--- config.mk ---
export PLATFORM = sky130hd
export DESIGN_NAME = step_counter
export DESIGN_NICKNAME = d
export VERILOG_FILES = /design/src/rtl/step_counter_pkg.sv /design/src/rtl/step_counter_btn_debounce.sv /design/src/rtl/step_counter.sv
export SDC_FILE = /design/constraint.sdc
export NUM_CORES = 1
export LEC_CHECK = 0
export ABC_AREA = 1
export ABC_CLOCK_PERIOD_IN_PS = 2250
export CAP_MARGIN = 25
export CORE_MARGIN = 4
export CORE_UTILIZATION = 25
export DETAILED_ROUTE_END_ITERATION = 8
export PLACE_DENSITY = 0.43
export SYNTH_ARGS = -nofsm -noshare
export SYNTH_HDL_FRONTEND = slang
export SYNTH_HIERARCHICAL = 1
export SYNTH_SLANG_ARGS = --single-unit
--- constraint.sdc ---
create_clock -name clk -period 2.25 [get_ports clk]
set_clock_uncertainty 0.1 [all_clocks]
set_input_delay 0.225 -clock clk [delete_from_list [all_inputs] [get_ports clk]]
set_output_delay 0.225 -clock clk [all_outputs]
set_load 0.03 [all_outputs]
--- src/rtl/step_counter_pkg.sv ---
// -----------------------------------------------------------------------------
// step_counter_pkg
//   Shared definitions for the step_counter block:
//     - deb_state_e     : 2-bit debounce FSM state encoding
//     - clog2()         : bit width needed to hold the values 0..value-1
//     - DEF_DEB_CYCLES  : default debounce window in clk cycles
// -----------------------------------------------------------------------------
package step_counter_pkg;

  // Debounce FSM states. IDLE is the released state and the reset state.
  typedef enum logic [1:0] {
    IDLE      = 2'b00,  // button released and stable
    PRESS_CHK = 2'b01,  // low seen, waiting for it to stay low
    HELD      = 2'b10,  // press accepted, button still down
    REL_CHK   = 2'b11   // high seen, waiting for it to stay high
  } deb_state_e;

  // Default debounce window: 1 ms at 50 MHz.
  localparam int DEF_DEB_CYCLES = 50000;

  // Bits needed to represent 0..value-1 (at least one bit).
  // Used only on elaboration-time constants.
  function automatic int clog2(input longint value);
    int w;
    w = 1;
    for (int i = 1; i < 63; i++) begin
      if ((longint'(1) << i) < value) w = i + 1;
    end
    return w;
  endfunction

endpackage : step_counter_pkg

--- src/rtl/step_counter_btn_debounce.sv ---
// -----------------------------------------------------------------------------
// btn_debounce
//   Turns a raw, bouncy, asynchronous active-low push-button into a one-cycle
//   step pulse on clk. The button is never used as a clock.
//
//   btn_n -> 2-FF synchroniser -> 4-state debounce FSM (+ window timer)
//
//   A press is accepted once the synchronised level has stayed low for the
//   whole debounce window; step then pulses for exactly one cycle. A release
//   must likewise stay high for the whole window before a new press can be
//   accepted, so bounce on release only lengthens the release check.
//
//   Optional feature (macro STEP_COUNTER_AUTO_REPEAT_EN): while the button
//   stays HELD, a repeat timer emits a step after RPT_DELAY cycles and then
//   every RPT_PERIOD cycles. Without the macro there is no repeat logic.
//
// Ports
//   clk    in  1  system clock
//   rst_n  in  1  asynchronous active-low reset
//   btn_n  in  1  raw button, active-low, asynchronous to clk
//   step   out 1  one-cycle pulse per accepted step event
// -----------------------------------------------------------------------------
module btn_debounce
  import step_counter_pkg::*;
#(
  parameter int DEB_CYCLES = DEF_DEB_CYCLES
`ifdef STEP_COUNTER_AUTO_REPEAT_EN
  ,
  parameter int RPT_DELAY  = 25000000,
  parameter int RPT_PERIOD = 5000000
`endif
) (
  input  logic clk,
  input  logic rst_n,
  input  logic btn_n,
  output logic step
);

  localparam int            TW       = clog2(DEB_CYCLES);
  localparam logic [TW-1:0] DEB_LAST = TW'(DEB_CYCLES - 1);

  // ---------------------------------------------------------------------------
  // Synchroniser. Both flops reset to 1 so the button reads as released
  // straight out of reset, even if it is physically held.
  // ---------------------------------------------------------------------------
  logic sync_1;
  logic sync_2;
  logic pressed;

  // NOTE: sequential state is written with <= so every flop samples the
  // values from before the edge; blocking = here would turn the two-stage
  // synchroniser into a single flop.
  always_ff @(posedge clk or negedge rst_n) begin
    if (!rst_n) begin
      sync_1 <= 1'b1;
      sync_2 <= 1'b1;
    end else begin
      sync_1 <= btn_n;
      sync_2 <= sync_1;
    end
  end

  assign pressed = ~sync_2;

  // ---------------------------------------------------------------------------
  // Debounce FSM: state register
  // ---------------------------------------------------------------------------
  deb_state_e    state;
  deb_state_e    state_nxt;
  logic [TW-1:0] timer;
  logic [TW-1:0] timer_nxt;
  logic          deb_done;

  assign deb_done = (timer == DEB_LAST);

  always_ff @(posedge clk or negedge rst_n) begin
    if (!rst_n) begin
      state <= IDLE;
      timer <= '0;
    end else begin
      state <= state_nxt;
      timer <= timer_nxt;
    end
  end

  // ---------------------------------------------------------------------------
  // Debounce FSM: next-state logic
  // The timer only advances while the level agrees with the state being
  // checked; any disagreement drops back to the previous stable state.
  // ---------------------------------------------------------------------------
  // NOTE: every variable driven here gets a default first, so no path through
  // the case can leave it unassigned and infer a latch.
  always_comb begin
    state_nxt = state;
    timer_nxt = timer;
    unique case (state)
      IDLE: begin
        if (pressed) begin
          state_nxt = PRESS_CHK;
          timer_nxt = '0;
        end
      end
      PRESS_CHK: begin
        if (!pressed)      state_nxt = IDLE;
        else if (deb_done) state_nxt = HELD;
        else               timer_nxt = timer + 1'b1;
      end
      HELD: begin
        if (!pressed) begin
          state_nxt = REL_CHK;
          timer_nxt = '0;
        end
      end
      REL_CHK: begin
        if (pressed)       state_nxt = HELD;
        else if (deb_done) state_nxt = IDLE;
        else               timer_nxt = timer + 1'b1;
      end
      default: state_nxt = IDLE;
    endcase
  end

`ifdef STEP_COUNTER_AUTO_REPEAT_EN
  // ---------------------------------------------------------------------------
  // Auto-repeat timer. Counts only while HELD with the button still down and
  // is cleared whenever HELD is left. rpt_armed selects the first-repeat
  // delay or the steady repeat period as the current target.
  // ---------------------------------------------------------------------------
  localparam int RPT_MAX = (RPT_DELAY > RPT_PERIOD) ? RPT_DELAY : RPT_PERIOD;
  localparam int RW      = clog2(RPT_MAX);

  logic [RW-1:0] rpt_timer;
  logic [RW-1:0] rpt_timer_nxt;
  logic [RW-1:0] rpt_target;
  logic          rpt_armed;
  logic          rpt_armed_nxt;
  logic          rpt_step;

  assign rpt_target = rpt_armed ? RW'(RPT_PERIOD - 1) : RW'(RPT_DELAY - 1);

  always_comb begin
    rpt_step      = (state == HELD) && pressed && (rpt_timer == rpt_target);
    rpt_timer_nxt = '0;
    rpt_armed_nxt = 1'b0;
    if ((state == HELD) && pressed) begin
      if (rpt_step) begin
        rpt_timer_nxt = '0;
        rpt_armed_nxt = 1'b1;
      end else begin
        rpt_timer_nxt = rpt_timer + 1'b1;
        rpt_armed_nxt = rpt_armed;
      end
    end
  end

  always_ff @(posedge clk or negedge rst_n) begin
    if (!rst_n) begin
      rpt_timer <= '0;
      rpt_armed <= 1'b0;
    end else begin
      rpt_timer <= rpt_timer_nxt;
      rpt_armed <= rpt_armed_nxt;
    end
  end
`endif

  // ---------------------------------------------------------------------------
  // Debounce FSM: outputs
  // The press step is high in the single cycle where PRESS_CHK has seen the
  // full window low; the next edge moves to HELD, so it cannot repeat.
  // ---------------------------------------------------------------------------
  always_comb begin
    step = 1'b0;
    if ((state == PRESS_CHK) && pressed && deb_done) step = 1'b1;
`ifdef STEP_COUNTER_AUTO_REPEAT_EN
    if (rpt_step) step = 1'b1;
`endif
  end

endmodule : btn_debounce

--- src/rtl/step_counter.sv ---
// -----------------------------------------------------------------------------
// step_counter
//   Parametrised up/down counter stepped by a debounced push-button. All
//   logic runs on clk; the raw button only feeds the debouncer. The count
//   output drives hex_display data directly.
//
//   Counter priority on each clk edge: clr > load > (step & ce) > hold.
//   Counting wraps between 0 and MAX_VAL, or saturates there when sat=1.
//   Load values above MAX_VAL are clamped to MAX_VAL.
//
//   Optional feature (macro STEP_COUNTER_AUTO_REPEAT_EN): a held button
//   auto-repeats steps (RPT_DELAY, then every RPT_PERIOD). The RPT_*
//   parameters exist only when the macro is defined.
//
// Ports
//   clk     in  1      system clock
//   rst_n   in  1      asynchronous active-low reset
//   btn_n   in  1      raw step button, active-low, asynchronous
//   ce      in  1      count enable; steps ignored when 0
//   clr     in  1      synchronous clear to 0
//   up      in  1      1 = count up, 0 = count down
//   load    in  1      synchronous load of di
//   di      in  WIDTH  load value (clamped to MAX_VAL)
//   sat     in  1      1 = saturate at 0/MAX_VAL, 0 = wrap
//   count   out WIDTH  current count
//   step    out 1      one-cycle pulse on each accepted step event
//   at_lim  out 1      count at the limit in the current direction
// -----------------------------------------------------------------------------
module step_counter
  import step_counter_pkg::*;
#(
  parameter int     WIDTH      = 16,
  parameter int     DEB_CYCLES = DEF_DEB_CYCLES,
  parameter longint MAX_VAL    = (longint'(1) << WIDTH) - 1
`ifdef STEP_COUNTER_AUTO_REPEAT_EN
  ,
  parameter int     RPT_DELAY  = 25000000,
  parameter int     RPT_PERIOD = 5000000
`endif
) (
  input  logic             clk,
  input  logic             rst_n,
  input  logic             btn_n,
  input  logic             ce,
  input  logic             clr,
  input  logic             up,
  input  logic             load,
  input  logic [WIDTH-1:0] di,
  input  logic             sat,
  output logic [WIDTH-1:0] count,
  output logic             step,
  output logic             at_lim
);

  localparam logic [WIDTH-1:0] MAX_C = WIDTH'(MAX_VAL);

  // ---------------------------------------------------------------------------
  // Button front end
  // ---------------------------------------------------------------------------
  btn_debounce #(
    .DEB_CYCLES (DEB_CYCLES)
`ifdef STEP_COUNTER_AUTO_REPEAT_EN
    ,
    .RPT_DELAY  (RPT_DELAY),
    .RPT_PERIOD (RPT_PERIOD)
`endif
  ) u_debounce (
    .clk   (clk),
    .rst_n (rst_n),
    .btn_n (btn_n),
    .step  (step)
  );

  // ---------------------------------------------------------------------------
  // Counter datapath
  // ---------------------------------------------------------------------------
  logic [WIDTH-1:0] di_clamped;
  logic [WIDTH-1:0] count_nxt;
  logic             at_max;
  logic             at_zero;

  assign di_clamped = (di > MAX_C) ? MAX_C : di;
  assign at_max     = (count == MAX_C);
  assign at_zero    = (count == '0);

  // A step that coincides with clr or load is dropped, not deferred.
  always_comb begin
    count_nxt = count;
    if (clr) begin
      count_nxt = '0;
    end else if (load) begin
      count_nxt = di_clamped;
    end else if (step && ce) begin
      if (up) begin
        if (at_max) count_nxt = sat ? MAX_C : '0;
        else        count_nxt = count + 1'b1;
      end else begin
        if (at_zero) count_nxt = sat ? '0 : MAX_C;
        else         count_nxt = count - 1'b1;
      end
    end
  end

  always_ff @(posedge clk or negedge rst_n) begin
    if (!rst_n) count <= '0;
    else        count <= count_nxt;
  end

  // Limit flag follows up combinationally so the display can react at once.
  assign at_lim = up ? at_max : at_zero;

endmodule : step_counter
# [Yosys cells after proc, flatten, opt, wreduce, memory -nomap -nowiden]
# Cells that the tools add are included.
[op_classes] n_addsub=3 order_cmp=1 eq_ne=11 n_mux=24 n_bitwise=1 reduce_logical=8
[ops] op="$mux W16" count=14
[ops] op="$pmux W16 S4" count=1
[ops] op="$add A16 B1 Y16 const B" count=2
[ops] op="$eq A16 B16 Y1 const B" count=2
[ops] op="$gt A16 B16 Y1 const B" count=1
[ops] op="$logic_not A16 Y1" count=1
[ops] op="$sub A16 B1 Y16 const B" count=1
[ops] op="$mux W2" count=6
[ops] op="$pmux W2 S4" count=1
[ops] op="$reduce_and A4 Y1" count=2
[ops] op="$eq A2 B2 Y1 const B" count=2
[ops] op="$ne A2 B1 Y1 const B" count=2
[ops] op="$ne A2 B2 Y1 const B" count=2
[ops] op="$logic_and A1 B1 Y1" count=3
[ops] op="$ne A3 B1 Y1 const B" count=1
[ops] op="$ne A3 B3 Y1 const B" count=1
[ops] op="$reduce_bool A3 Y1" count=1
[ops] op="$eq A2 B1 Y1 const B" count=1
[ops] op="$logic_not A2 Y1" count=1
[ops] op="$mux W1" count=2
[ops] op="$not A1 Y1" count=1
[totals] reg_bits=36 out_inout_bits=18 elab_cells=53

# [Longest topological paths before layout]
[depth] ltp_word=8 mapped_depth=16 mapped_depth_nobuf=14

# [Modules after synthesis]
# The synthesis kept the hierarchy.
[modules_own_cells] mod="step_counter" n_inst=1 cells_per_inst=399 area_per_inst_um2=2072.0 seq_area_each_um2=400.4
[modules_own_cells] mod="btn_debounce" n_inst=1 cells_per_inst=172 area_per_inst_um2=1196.1 seq_area_each_um2=503.0

# [Least setup slack after synthesis]
# No wires, ideal clock.
[synth_timing] path_type="reg2reg" startpoint="register u_debounce.timer[0]" endpoint="register count[3]" arrival_time_ps=2793 t_required_ps=2084 path_slack_ps=-709 stages_incl_launch_ff=17 period_less_slack_ps=2959 path_cell_list="dfrtp_1 ha_1 nand2_1 inv_2 nand2_1 nor2_2 nand3_2 nor3_1 a21oi_1 nand2_1 inv_2 or2_2 clkbuf_1 clkbuf_1 nor2_1 nand2_1 nand2_1"
[synth_between] elab_chain_len=5
[synth_rtl] item="start, declared" line_no="step_counter_btn_debounce.sv:70" text="logic [TW-1:0] timer;"
[synth_rtl] item="start signal, assigned" line_no="step_counter_btn_debounce.sv:82" text="timer <= timer_nxt;"
[synth_rtl] item="$eq A16 B16 Y1" line_no="step_counter_btn_debounce.sv:74" text="assign deb_done = (timer == DEB_LAST);"
[synth_rtl] item="$logic_and A1 B1 Y1" line_no="step_counter_btn_debounce.sv:174" text="if ((state == PRESS_CHK) && pressed && deb_done) step = 1'b1;"
[synth_rtl] item="$mux W1" line_no="step_counter_btn_debounce.sv:174"
[synth_rtl] item="named net step" line_no="step_counter.sv:51" text="output logic step,"
[synth_rtl] item="$logic_and A1 B1 Y1" line_no="step_counter.sv:93" text="end else if (step && ce) begin"
[synth_rtl] item="$reduce_bool A3 Y1 (no source line)"
[synth_rtl] item="end signal, assigned" line_no="step_counter.sv:106" text="else count <= count_nxt;"
[synth_rtl] item="end, declared" line_no="step_counter.sv:50" text="output logic [WIDTH-1:0] count,"
# The timed path passes the listed nets, and every way through them passes these cells.
# A chain may end at the register's enable or synchronous reset.

# [Worst setup path in the final report]
[layout_timing] startpoint="register count[0]" endpoint="output port at_lim"
[layout_between] elab_chain_len=2 elab_cells_between_ends=3
[layout_rtl] item="$eq A16 B16 Y1 or $logic_not A16 Y1 (tied branches)" line_no="step_counter.sv:83, step_counter.sv:84"
[layout_rtl] item="$mux W1 *" line_no="step_counter.sv:110" text="assign at_lim = up ? at_max : at_zero;"
[layout_rtl] item="end, declared" line_no="step_counter.sv:52" text="output logic at_lim"
# Every way passes the cells marked *; elsewhere a longest branch is shown, timed or not.

==> results.toml <==
[place]
place_hpwl_mm = 8.33
io_buffers = 41
post-place-cells = 791
placed_area_um2 = 3980
gp_congestion = 0.846

[min_path]
min_path_type = "input port to flop"

[setup_path]
cpPeakStageDelay_ns = 0.39
start_kind = "flop"
crit_buf_inv = 3
critPathMaxFanout = 3
path_cells = "ha_2 -> nand2_2 -> inv_2 -> nand2_1 -> nor2_2 -> nand4_1 -> buf_6 -> a21oi_2 -> buf_4"
crit_type = "flop to output pin"
crit_slowest_cell = "dfrtp_1"
worstPathArrival_ns = 1.84
cp_top_family = "simple AND/OR/NAND/NOR gates"
cp.required_ns = 1.92
end_kind = "output pin"

[final_layout]
areaGrowthSynthToFinish_pct = 30.6
layout_commonest_cell = "nand2_1"
multiInputGateArea_um2 = 2170
mostFrequentLayoutCells = "nand2_1, nor2_1, nand3_1, clkdlybuf4s50_1, inv_1"
diodes = 0
postLayoutCellArea_um2 = 4270
regArea_um2 = 910
fill_cells = 1455
final_layout_size_suffix_gt1_share_pct = 15.3
instances_no_fill = 807
final_nets = 662

[global_route]
track_usage_pct = 15.0
grt_pass1_wl_mm = 17.9
grt_max_degree = 23
grt_pass1_vias = 3609
antenna_found_initial = 0
grt-ovfl-total = 0

[route]
dr_wl_met2_mm = 5.76
routed_wl_mm = 11.2
wirelength_met1_mm = 4.84
top_layer_used = "met4"
drc = 0
met3_length_um = 500
drt-initial-drc-count = 210
detail-route-antenna-nets = 0
wl_per_cell_um = 13.9
vias = 3662
drt-pass1-iter-count = 4
vias_per_cell = 4.54

[floorplanning]
fp.dieH_um = 122
rows = 41
core_um2 = 12700
dieArea_um2 = 15000
io_pins = 42
start_util_pct = 25.7
die_w_um = 122

[sta]
slew-limit-headroom_pct = 62.0
max_freq_mhz = 462
slew_violations = 0
period_share_pct = 96.1
rsz0062_at_grt = "true"
period_needed_ns = 2.16
hold_viol = 0
setup_tns_ns = 0
worst_pin_slew_ns = 0.570
final-setup-viol-count = 0

[yosys]
synth_edf_count = 0
synth-seq-cells = 36
async_flop_share_pct = 100
ys_seq_area_share_pct = 27.6
yosys_warnings = 6
ys_types = 31
synth-main-ff-cell = "dfrtp_1"
syn_nets = 599
synth.avg_cell_area_um2 = 5.72
syn_area_um2 = 3270
synth_cells = 571

[clock_network]
clock_latency_ns = 0.28
clock-root-buffer = "clkbuf_16"
cts.path.max_buffers = 2
clkSinkCount = 36
cts_made_buffers = 5
path_clk_slew_ns = 0.06
cts_max_level = 2
cts_tree = "done"

[run]
cap_violations = 0

[status]
status = "complete, no violations"

[power]
leakage_uw = 0.00205
vdd_drop_max_mv = 0.244
power.density_nw_per_um2 = 515
cell type report:
cell class	instances	share of cell area (%)
Multi-Input combinational cell	470	50.8
Sequential cell	36	21.3
Timing Repair Buffer	74	15.3
Tap cell	172	5.04
Inverter	47	4.16
Clock buffer	5	2.93
Clock inverter	3	0.440
registers in the layout, indices dropped and copies added (netlist names), named ones only:
| name | cells |
|---|---|
| u_debounce/state | 1 |
| u_debounce/timer | 16 |
| u_debounce/sync_2 | 1 |
| u_debounce/sync_1 | 1 |
| count | 16 |
where the power goes:
part	total, uW	leakage, uW	switching, uW	internal [uW]
Clock	703	0.0000736	294	409
Combinational	724	0.00150	442	282
Sequential	771	0.000468	78.8	692
Total	2200	0.00205	815	1380
final timing paths:
check / to / slack [ns] / from / cells after the start
worst max-delay path: at_lim / 0.09 / count[0] / 9
worst min-delay path: u_debounce/sync_1 / 0.25 / btn_n / 1
worst max register to register: count[8] / 0.17 / u_debounce/timer[0] / 14
worst min register to register: u_debounce/sync_2 / 0.26 / u_debounce/sync_1 / 0
max in group asynchronous: u_debounce/sync_1 / 1.05 / rst_n / 3
min in group asynchronous: count[10] / 0.37 / rst_n / 2
through the flow:
step | util (%) | power (uW) | setup slack, ns | hold slack (ns)
2_1_floorplan | - | 1210 | -0.193 | -0.171
3_3_place_gp | 31.3 | 1480 | 0.105 | 0.139
3_5_place_dp | 31.3 | 1480 | 0.118 | 0.163
4_1_cts | 32.6 | 2210 | 0.0237 | 0.246
5_1_grt | 33.5 | 2350 | -0.0367 | 0.250
6_report | 33.5 | 2200 | 0.0871 | 0.253
layer usage:
metal	up-vias	GRT usage, %
li1	1905	-
met3	8	2.17
met1	1683	18.8
met2	66	27.0
met5	-	0
met4	0	3.71
synth_stat cells (4+ instances only):
master,count,area share (%)
o21ai_1,5,0.77
dfrtp_1,34,26
ha_1,4,1.5
inv_2,8,0.92
a21oi_1,4,0.61
inv_1,37,4.2
nor2_1,107,12
clkbuf_1,7,0.80
nand2_2,5,0.96
buf_2,7,1.1
nand4_1,12,2.3
nor2_2,6,1.1
xor2_1,12,3.2
nand3_1,57,8.7
nand2_1,230,26
o21ai_0,13,2.0
logic make-up (layout without fill, tap and decap cells):
kind of cell               Yosys count  count (layout)  synth area share, %
adders and majority gates            4               4                 1.53
buffers and inverters               66             129                 8.96
DFF                                 36              36                 27.6
AOI/OAI and AO/OA                   27              27                 4.56
xor gates and xnor gates            13              13                 3.48
and+or+nand+nor                    425             426                 53.8
repair_timing:
action	in CTS	in global routing
setup buffers	1	5
hold buffers	1	0
gates cloned	0	1
hold endpoints to repair	20	0
resized for setup	2	27
pin swaps	0	10
endpoints found under the setup margin	1	17
Power figures use the tool's default switching activity.
